## src/rtl/instr_encoder_pkg.sv

```systemverilog
// Shared constants for the instruction encoder and decoder: format codes,
// opcode field position and encoder FSM states.
package instr_encoder_pkg;

    localparam int WORD_W    = 16;
    localparam int OPC_MSB   = 15;
    localparam int OPC_LSB   = 10;
    localparam int PAYLOAD_W = OPC_LSB;

    typedef enum logic [2:0] {
        FMT_NONE = 3'd0,
        FMT_IMM  = 3'd1,
        FMT_MEM  = 3'd2,
        FMT_BR   = 3'd3,
        FMT_JMP  = 3'd4
    } fmt_t;

    typedef enum logic [1:0] {
        ST_IDLE = 2'd0,
        ST_RUN  = 2'd1,
        ST_DONE = 2'd2
    } enc_state_t;

endpackage

```

## src/rtl/instr_encoder_pack.sv

```systemverilog
// encodec_pack: combinational packing of decoded fields into a 16-bit word;
// flags format codes that have no defined payload.
module encodec_pack
    import instr_encoder_pkg::*;
(
    input  logic [5:0]        opcode,
    input  logic [2:0]        fmt,
    input  logic [1:0]        sel,
    input  logic [7:0]        inm,
    input  logic [9:0]        memdir,
    input  logic [3:0]        cond,
    input  logic [5:0]        branchdir,
    input  logic [9:0]        jmpdir,
    output logic [WORD_W-1:0] word,
    output logic              illegal
);

    logic [PAYLOAD_W-1:0] payload;

    always_comb begin
        payload = '0;
        illegal = 1'b0;
        case (fmt)
            FMT_NONE: payload = '0;
            FMT_IMM:  payload = {sel, inm};
            FMT_MEM:  payload = memdir;
            FMT_BR:   payload = {cond, branchdir};
            FMT_JMP:  payload = jmpdir;
            default:  illegal = 1'b1;
        endcase
    end

    always_comb begin
        word = '0;
        word[OPC_MSB:OPC_LSB] = opcode;
        word[OPC_LSB-1:0]     = payload;
    end

endmodule

```

## src/rtl/instr_encoder.sv

```systemverilog
// Streams packed instruction words to program memory at sequential addresses.
// Define ENCODEC_CHECKSUM_EN to add a running XOR checksum of delivered words.
module instr_encoder
    import instr_encoder_pkg::*;
#(
    parameter int ADDR_W = 10,
    parameter int DATA_W = 16
) (
    input  logic              clk,
    input  logic              reset,
    input  logic              start,
    input  logic [ADDR_W-1:0] base_addr,
    input  logic              in_valid,
    output logic              in_ready,
    input  logic              in_last,
    input  logic [5:0]        in_opcode,
    input  logic [2:0]        in_fmt,
    input  logic [1:0]        in_sel,
    input  logic [7:0]        in_inm,
    input  logic [9:0]        in_memdir,
    input  logic [3:0]        in_cond,
    input  logic [5:0]        in_branchdir,
    input  logic [9:0]        in_jmpdir,
    output logic              out_valid,
    input  logic              out_ready,
    output logic [ADDR_W-1:0] out_addr,
    output logic [DATA_W-1:0] out_data,
    output logic              done,
`ifdef ENCODEC_CHECKSUM_EN
    output logic [DATA_W-1:0] checksum,
`endif
    output logic              err
);

    generate
        if (DATA_W != WORD_W) begin : g_bad_width
            $error("instr_encoder: DATA_W must be 16");
        end
    endgenerate

    localparam logic [ADDR_W-1:0] ADDR_MAX = '1;

    enc_state_t        state;
    logic [ADDR_W-1:0] addr;
    logic [WORD_W-1:0] word;
    logic              illegal;
    logic              accept;

    encodec_pack u_pack (
        .opcode    (in_opcode),
        .fmt       (in_fmt),
        .sel       (in_sel),
        .inm       (in_inm),
        .memdir    (in_memdir),
        .cond      (in_cond),
        .branchdir (in_branchdir),
        .jmpdir    (in_jmpdir),
        .word      (word),
        .illegal   (illegal)
    );

    assign in_ready = (state == ST_RUN) && (!out_valid || out_ready);
    assign accept   = in_valid && in_ready;

    // A word loaded this cycle overrides the clearing of out_valid by the
    // handshake; start takes priority over a same-cycle checksum update.
    always_ff @(posedge clk or negedge reset) begin
        if (!reset) begin
            state     <= ST_IDLE;
            addr      <= '0;
            out_valid <= 1'b0;
            out_addr  <= '0;
            out_data  <= '0;
            done      <= 1'b0;
            err       <= 1'b0;
`ifdef ENCODEC_CHECKSUM_EN
            checksum  <= '0;
`endif
        end else begin
            done <= 1'b0;
            if (out_valid && out_ready) begin
                out_valid <= 1'b0;
`ifdef ENCODEC_CHECKSUM_EN
                checksum  <= checksum ^ out_data;
`endif
            end
            case (state)
                ST_IDLE, ST_DONE: begin
                    if (start) begin
                        state <= ST_RUN;
                        addr  <= base_addr;
                        err   <= 1'b0;
`ifdef ENCODEC_CHECKSUM_EN
                        checksum <= '0;
`endif
                    end
                end
                ST_RUN: begin
                    if (accept) begin
                        if (illegal) begin
                            err <= 1'b1;
                            if (in_last) begin
                                state <= ST_DONE;
                                done  <= 1'b1;
                            end
                        end else begin
                            out_valid <= 1'b1;
                            out_data  <= word;
                            out_addr  <= addr;
                            addr      <= addr + 1'b1;
                            // The write to the top address fills memory.
                            if (in_last || addr == ADDR_MAX) begin
                                state <= ST_DONE;
                                done  <= 1'b1;
                            end
                        end
                    end
                end
                default: state <= ST_IDLE;
            endcase
        end
    end

endmodule

```

## config.mk

```make
export PLATFORM = sky130hd
export DESIGN_NAME = instr_encoder
export DESIGN_NICKNAME = d
export VERILOG_FILES = /design/src/rtl/instr_encoder_pkg.sv /design/src/rtl/instr_encoder_pack.sv /design/src/rtl/instr_encoder.sv
export SDC_FILE = /design/constraint.sdc
export NUM_CORES = 1
export LEC_CHECK = 0
export ABC_AREA = 1
export CAP_MARGIN = 30
export CELL_PAD_IN_SITES_DETAIL_PLACEMENT = 0
export CELL_PAD_IN_SITES_GLOBAL_PLACEMENT = 2
export CORE_UTILIZATION = 24
export DETAILED_ROUTE_END_ITERATION = 10
export HOLD_SLACK_MARGIN = 0.03
export PLACE_DENSITY = 0.82
export SYNTH_ARGS = -nofsm -noshare
export SYNTH_HDL_FRONTEND = slang
export SYNTH_SLANG_ARGS = --single-unit
```

## constraint.sdc

```tcl
create_clock -name clk -period 4.05 [get_ports clk]
set_input_delay 1.215 -clock clk [delete_from_list [all_inputs] [get_ports clk]]
set_output_delay 1.215 -clock clk [all_outputs]
set_load 0.02 [all_outputs]
```

==> results of run 1 <==
## power groups by stage
stage | Sequential [W] | Combinational, W | Clock (W)
2_1_floorplan | 0.000893 | 0.000594 | 0
3_3_place_gp | 0.000747 | 0.00118 | 0
3_5_place_dp | 0.000753 | 0.00119 | 0
4_1_cts | 0.000747 | 0.00120 | 0.000423
5_1_grt | 0.000777 | 0.00132 | 0.000440
6_report | 0.000745 | 0.00118 | 0.000408
## registers in the layout, indices dropped and copies added (netlist names)
name / cells
err: 1
addr: 10
done: 1
state: 2
out_data: 16
out_addr: 10
out_valid: 1
## tightest hold or removal path, delay by kind of cell (launching register included)
| family | cells | cell delay (ns) |
|---|---|---|
| AND/OR/NAND/NOR | 2 | 0.10 |
| flip-flops | 1 | 0.35 |
## worst max-delay path by stage
stage / from / endpoint / slack (ns) / depth (start not counted)
2_1_floorplan: out_ready / in_ready / 1.29 / 4
3_3_place_gp: out_ready / in_ready / 0.19 / 6
3_5_place_dp: out_ready / in_ready / 0.22 / 6
4_1_cts: out_ready / in_ready / 0.20 / 6
5_1_grt: out_ready / in_ready / 0.17 / 6
6_report: out_ready / in_ready / 0.21 / 6
## per-layer routing
| layer | track usage | share of wire |
|---|---|---|
| met3 | 0.02600 | 0.031 |
| met5 | 0 | 0 |
| met1 | 0.2004 | 0.49 |
| met4 | 0.03281 | 0.0056 |
| met2 | 0.2457 | 0.48 |
## cell type report
class                      count  area, sq um  share of cell area
clock buffer                   5        68.82             0.01983
clock inverter                 3        68.82             0.01983
tap                          129        161.4             0.04652
timing repair buffer          97        970.9              0.2798
multi-input combinational    250         1099              0.3166
sequential                    41         1026              0.2957
inverter                      20        75.07             0.02164
## synth_stat cells
| cell | number | share of area |
|---|---|---|
| nor2_1 | 17 | 0.028 |
| o21ai_1 | 3 | 0.0066 |
| or2_2 | 1 | 0.0027 |
| o21ai_2 | 5 | 0.019 |
| nor2_2 | 7 | 0.019 |
| nand3_1 | 13 | 0.029 |
| o21ai_0 | 5 | 0.011 |
| buf_6 | 6 | 0.030 |
| nor3_2 | 2 | 0.0088 |
| dfrtp_1 | 41 | 0.45 |
| nand4_1 | 11 | 0.030 |
| ha_1 | 1 | 0.0055 |
| nor2_4 | 2 | 0.0099 |
| a21oi_2 | 1 | 0.0038 |
| nand2_2 | 3 | 0.0082 |
| nand3b_1 | 2 | 0.0066 |
| o21bai_1 | 1 | 0.0033 |
| buf_4 | 2 | 0.0066 |
| a21oi_1 | 1 | 0.0022 |
| inv_2 | 3 | 0.0049 |
| nand2_1 | 175 | 0.29 |
| inv_1 | 17 | 0.028 |
## through the flow
step | power [W] | utilization | std cells | area, sq um | hold WS, ns
4_1_cts | 0.002366 | 0.3755 | 545 | 3470 | 0.4809
3_5_place_dp | 0.001946 | 0.3606 | 537 | 3332 | 0.4587
3_3_place_gp | 0.001930 | 0.3584 | 536 | 3312 | 0.4526
5_1_grt | 0.002538 | 0.3755 | 545 | 3470 | 0.4993
2_1_floorplan | 0.001487 | - | 319 | 2282 | 0.4925
6_report | 0.002332 | 0.3755 | 545 | 3470 | 0.4763
## cell families after synthesis
family | after synthesis | synth area share
compound gates | 16 | 0.04605
flops | 41 | 0.4496
fa+ha+maj | 1 | 0.005482
buf+inv | 28 | 0.06907
simple gates | 233 | 0.4298
==> results by group, run 1 <==
Synth
  • Synth Warn #: 0
  • Synthesized area: 2282 sq um
  • Syn Area/Cell: 7.154 sq um
  • Seq cells post-synth: 41
  • Mapped Cells: 319
  • Seq/Total Area, Yosys: 0.4496
  • Number of library cell types mapped by synthesis: 22
  • Net Count, Synth: 385

Worst setup path
  • Cells on worst reg2reg path: 7
  • Worst endpoint required time: 2.83 ns
  • Slowest cell on the critical path: clkdlybuf4s50_1
  • Slowest stage delay, CP: 0.61 ns
  • CP top delay family: buffers and inverters
  • Arrival @ worst endpoint: 2.63 ns
  • Worst setup EP type: primary output
  • Crit path buffers/inverters: 4
  • Critical path cell sequence: clkdlybuf4s50_1 -> inv_1 -> nand2_1 -> inv_1 -> nor2_4 -> clkdlybuf4s50_1
  • R2R Setup Slk: 2.40 ns
  • WS Path Type: input port to primary output
  • Reg2reg start: state[0]$_DFFE_PN0P_
  • Crit Reg-Reg Endpoint: out_addr[1]$_DFFE_PN0P_
  • Worst-path fanout max: 2
  • Crit start category: input port

Min path
  • WHS Endpoint: out_data[15]$_DFFE_PN0P_
  • Hold Path Origin: out_data[15]$_DFFE_PN0P_
  • HP Class: flop to flop
  • Worst hold stages: 2

Routing
  • # DRC: 0
  • 1st-iter DRT viols: 76
  • Via count: 2283
  • Via density: 4.189
  • 1st-pass router iterations: 4
  • Detailed Route WL: 6827 um
  • Routed Antenna Nets: 0
  • Routed wire per std cell: 12.53 um

Clock tree
  • Clk root buf: clkbuf_8
  • H-Tree Depth: 2
  • Cts repair resizes: 0
  • TritonCTS Buffers: 5
  • Post-CTS Setup Inserts: 0
  • CTS Sinks: 41
  • CTS Hold Bufs: 0
  • Worst-Skew Late Latency: 0.30 ns
  • CTS tree: done
  • Maximum clock insertion buffer count: 2
  • Clock slew at reported path FFs: 0.09 ns

Layout
  • Most frequent cells in the layout: nand2_1, clkdlybuf4s50_1, dfrtp_1
  • Most common cell after layout, fill and taps aside: nand2_1
  • Share of cells above drive strength 1: 0.08654
  • Layout area overhead: 52.03%
  • Antenna cells: 0
  • Fillers: 1008
  • Fin nets: 481

Global routing
  • Initial antenna violation count: 0
  • GR Overflow Total: 0
  • Global-route wire length before repair: 11450 um
  • Largest net degree at the start of global routing: 33
  • Vias in the first global route: 2284
  • GRT Overall Usage: 0.1477

Status
  • Status: complete, no violations

STA
  • Max Clk Rate: 0.2604 GHz
  • Pin slew with the least headroom to its limit: 0.7382 ns
  • Setup-violating endpoint count in the final report: 0
  • Setup ws final: 0.2094 ns
  • Max Slew Vio Count: 0
  • Setup TNS: 0 ns
  • Unrepaired setup endpoints after global routing: no
  • Skew final: 0.008277 ns
  • Minimum clock period: 3.841 ns
  • Final Hold Vio Count: 0
  • Final Cycle Share: 0.9483
  • Relative slew slack: 0.5052

Floorplanning
  • Die ar.: 9903 sq um
  • Initial core utilization: 0.2470
  • Core Area: 9240 sq um
  • Die H: 99.52 um
  • Die Width: 99.52 um
  • I/O pin cnt: 95
  • Num rows: 35

Power
  • Net Sw Power: 0.0009790 W
  • Pint: 0.001353 W
  • Combinational Power Share: 0.506
  • Pwr Density: 672.2 nW/um^2
  • Sw Share: 0.4198
  • Clock Power Share: 0.175
  • P_leak: 1.643 nW
  • Sequential share of power: 0.319
  • Peak supply drop: 0.0005273 V

Placed design
  • Port Buf Inserts: 94
  • Dpl hpwl: 5039 um
  • Routability cong.: 0.7794
  • Pre-CTS setup slack: 0.2191 ns

Run
  • Max-cap violations: 0
(Power assumes the default switching activity.)
==> run 2: changes to the inputs <==
- ABC_AREA: 1 -> not set
- CORE_ASPECT_RATIO: not set -> 1.75
- CORE_MARGIN: not set -> 1.5
- CORE_UTILIZATION: 24 -> 27
==> run 2 against run 1 <==
Net effect: fmax down 0.76%; clock-buffer cell count is the same; wire length shrank 6.7%; total power up 2.8%; combinational power shrank 5%; worst hold slack improved by 0.027 ns; first-iteration DRC count is 75% higher; design area shrank 1.8%; critical endpoint unchanged.
==> results by group, run 2 <==
Power
  • Peak supply drop: 0.0003064 V (-42%)
  • Pwr Density: 703.7 nW/um^2 (+4.7%)
  • P_leak: 1.380 nW (-16%)

Clock tree
  • Clock slew at reported path FFs: 0.05 ns (-0.04 ns)
  • Cts repair resizes: 0 (unchanged)
  • Worst-Skew Late Latency: 0.28 ns (-0.02 ns)
  • TritonCTS Buffers: 5 (unchanged)
  • CTS Hold Bufs: 0 (unchanged)
  • H-Tree Depth: 2 (unchanged)
  • CTS Sinks: 41 (unchanged)
  • Maximum clock insertion buffer count: 2 (unchanged)
  • Clk root buf: clkbuf_16
  • CTS tree: done
  • Post-CTS Setup Inserts: 0 (unchanged)

STA
  • Final Cycle Share: 0.9555 (+0.007240)
  • Pin slew with the least headroom to its limit: 0.7194 ns (-0.01874 ns)
  • Unrepaired setup endpoints after global routing: no
  • Minimum clock period: 3.870 ns (+0.02932 ns)
  • Setup ws final: 0.1801 ns (-0.02932 ns)
  • Skew final: 0.006478 ns (-0.001798 ns)
  • Setup TNS: 0 ns (unchanged)
  • Setup-violating endpoint count in the final report: 0 (unchanged)
  • Relative slew slack: 0.5204 (+0.01518)
  • Max Slew Vio Count: 0 (unchanged)
  • Final Hold Vio Count: 0 (unchanged)
  • Max Clk Rate: 0.2584 GHz (-0.76%)

Layout
  • Most common cell after layout, fill and taps aside: clkdlybuf4s50_1
  • Layout area overhead: 57.91%
  • Top Registers: out_data x16, addr x10, out_addr x10
  • Most frequent cells in the layout: clkdlybuf4s50_1, dfrtp_1, mux2_2
  • Share of cells above drive strength 1: 0.1327 (+0.04611)
  • Max reg flops: 16 (unchanged)
  • Fin cells: 384 (-30%)
  • Fin nets: 359 (-25%)
  • Largest Register: out_data
  • Fillers: 775 (-23%)
  • Antenna cells: 0 (unchanged)

Global routing
  • Vias in the first global route: 2026 (-11%)
  • Initial antenna violation count: 0 (unchanged)
  • Largest net degree at the start of global routing: 42 (+27%)
  • GRT Overall Usage: 0.1535 (+0.005819)
  • GR Overflow Total: 0 (unchanged)
  • Global-route wire length before repair: 10180 um (-11%)

Synth
  • Number of library cell types mapped by synthesis: 41 (+86%)
  • Async S/R FF share, synth: 1.000 (unchanged)
  • Synth Warn #: 0 (unchanged)
  • Number of synthesized flops with an enable pin: 0 (unchanged)
  • Synth top area share: 0.4754 (+0.02580)
  • Top_reg_cell synth: dfrtp_1
  • Count leader, synth: dfrtp_1
  • Leading area contributor after synthesis: dfrtp_1
  • Synth area leaders: dfrtp_1, mux2_2, mux2i_1
  • Syn Area/Cell: 11.13 sq um (+56%)
  • Net Count, Synth: 260 (-32%)
  • Synth top cells by count: dfrtp_1, mux2_2, a21oi_1, o22ai_1
  • Seq/Total Area, Yosys: 0.4754 (+0.02580)
  • Seq cells post-synth: 41 (unchanged)
  • Mapped Cells: 194 (-39%)
  • Synthesized area: 2158 sq um (-5.4%)

Routing
  • Detailed Route WL: 6367 um (-6.7%)
  • 1st-pass router iterations: 4 (unchanged)
  • 1st-iter DRT viols: 133 (+75%)
  • DR WL met2: 3515 um (+7.8%)
  • Via density: 5.109 (+22%)
  • Met1 wire length: 2384 um (-28%)
  • Uppermost layer routed: met4
  • Routed wire per std cell: 16.58 um (+32%)
  • # DRC: 0 (unchanged)
  • WL met3: 253 um (+18%)
  • Via count: 1962 (-14%)
  • Routed Antenna Nets: 0 (unchanged)

Worst setup path
  • Arrival @ worst endpoint: 2.65 ns (+0.02 ns)
  • Worst endpoint required time: 2.83 ns (about the same)
  • Most numerous cell on the critical path: clkdlybuf4s50_1
  • Critical path cell sequence: clkdlybuf4s50_1 -> and2b_1 -> nor2_4 -> clkdlybuf4s50_1
  • Slowest cell on the critical path: clkdlybuf4s50_1
  • Worst-path fanout max: 2 (unchanged)
  • Crit start category: input port
  • Worst setup EP type: primary output
  • WS Path Type: input port to primary output
  • Slowest stage delay, CP: 0.62 ns (about the same)

Floorplanning
  • Die Width: 70.59 um (-29%)
  • Num rows: 43 (+23%)
  • Die ar.: 8560 sq um (-14%)
  • Die H: 121.3 um (+22%)
  • I/O pin cnt: 95 (unchanged)
  • Core Area: 7855 sq um (-15%)
  • Initial core utilization: 0.2748 (+0.02778)

Placed design
  • Routability cong.: 0.7576 (-2.8%)
  • Port Buf Inserts: 94 (unchanged)
  • Inst Count DP: 375 (-30%)
  • Pre-CTS setup slack: 0.1921 ns (-0.02701 ns)
  • Dpl hpwl: 4936 um (-2.0%)

Run
  • Max-cap violations: 0 (unchanged)

Min path
  • HP Class: flop to flop

Status
  • Status: complete, no violations
-- run 2: changes by cell type after synthesis, sizes merged, moves of 8 or more --
cell and delta:
nor2 -20, mux2i +10, nand4 -8, a22oi +10, mux2 +16, nand2 -169, a21oi +13, a22o +10
inv -17, o22ai +13
-- run 2: per-stage QoR --
stage | hold WS, ns | utilization | area [sq um] | total power (W)
3_3_place_gp | 0.4874 | 0.4071 | 3198 | 0.001891
2_1_floorplan | 0.4890 | - | 2158 | 0.001397
6_report | 0.5029 | 0.4339 | 3408 | 0.002398
3_5_place_dp | 0.4920 | 0.4071 | 3198 | 0.001905
4_1_cts | 0.5079 | 0.4313 | 3388 | 0.002423
5_1_grt | 0.5162 | 0.4339 | 3408 | 0.002556
-- run 2: cells by family (layout without fill, tap and decap cells) --
kind of cell             Yosys count  in the layout  share of synthesized area
adder cells (fa/ha/maj)            1              1                   0.005796
buffers and inverters             10            110                    0.02319
AND/OR/NAND/NOR                   45             45                     0.1316
AO/OA/AOI/OAI                     71             71                     0.2342
multiplexers                      26             26                     0.1299
flip-flops                        41             41                     0.4754
-- run 2: worst max-delay path: cells and delay by family --
family	cells	cell delay (ns)
buf+inv	2	1.10
simple gates	2	0.34
-- run 2: worst paths after layout --
path                                    startpoint  slack (ns)                       to  cells past startpoint
hold reg to reg            out_data[0]$_DFFE_PN0P_        0.50  out_data[0]$_DFFE_PN0P_                      1
setup reg to reg              state[0]$_DFFE_PN0P_        1.92  out_data[3]$_DFFE_PN0P_                      4
hold / removal             out_data[0]$_DFFE_PN0P_        0.50  out_data[0]$_DFFE_PN0P_                      1
min in group asynchronous                    reset        0.72  out_addr[2]$_DFFE_PN0P_                      1
setup / recovery                         out_ready        0.18                 in_ready                      4
max in group asynchronous                    reset        2.93  out_data[4]$_DFFE_PN0P_                      2
-- run 2: layout make-up --
class	instances	area [sq um]	area share
multi-input combinational	143	1082	0.3175
sequential	41	1026	0.3010
timing repair buffer	99	985.9	0.2893
clock buffer	5	125.1	0.03671
tap	90	112.6	0.03304
clock inverter	3	65.06	0.01909
inverter	3	11.26	0.003304
-- run 2: report_power, final --
part	switching [W]	internal, W	total, W
registers	0.000162	0.000608	0.000770
logic	0.000554	0.000566	0.00112
clock network	0.000157	0.000352	0.000509
total	0.000873	0.00153	0.00240
-- run 2: routing by layer --
metal / GRT usage / up-vias
met1: 0.1698 / 942
met3: 0.02326 / 13
met2: 0.2813 / 60
li1: - / 947
met5: 0 / -
met4: 0.07429 / 0
==> run 3: changes to the inputs <==
- HOLD_SLACK_MARGIN: 0.03 -> 0.1
==> results of run 3 <==
No change in the layout: final DEF, timing and power equal those of run 2.
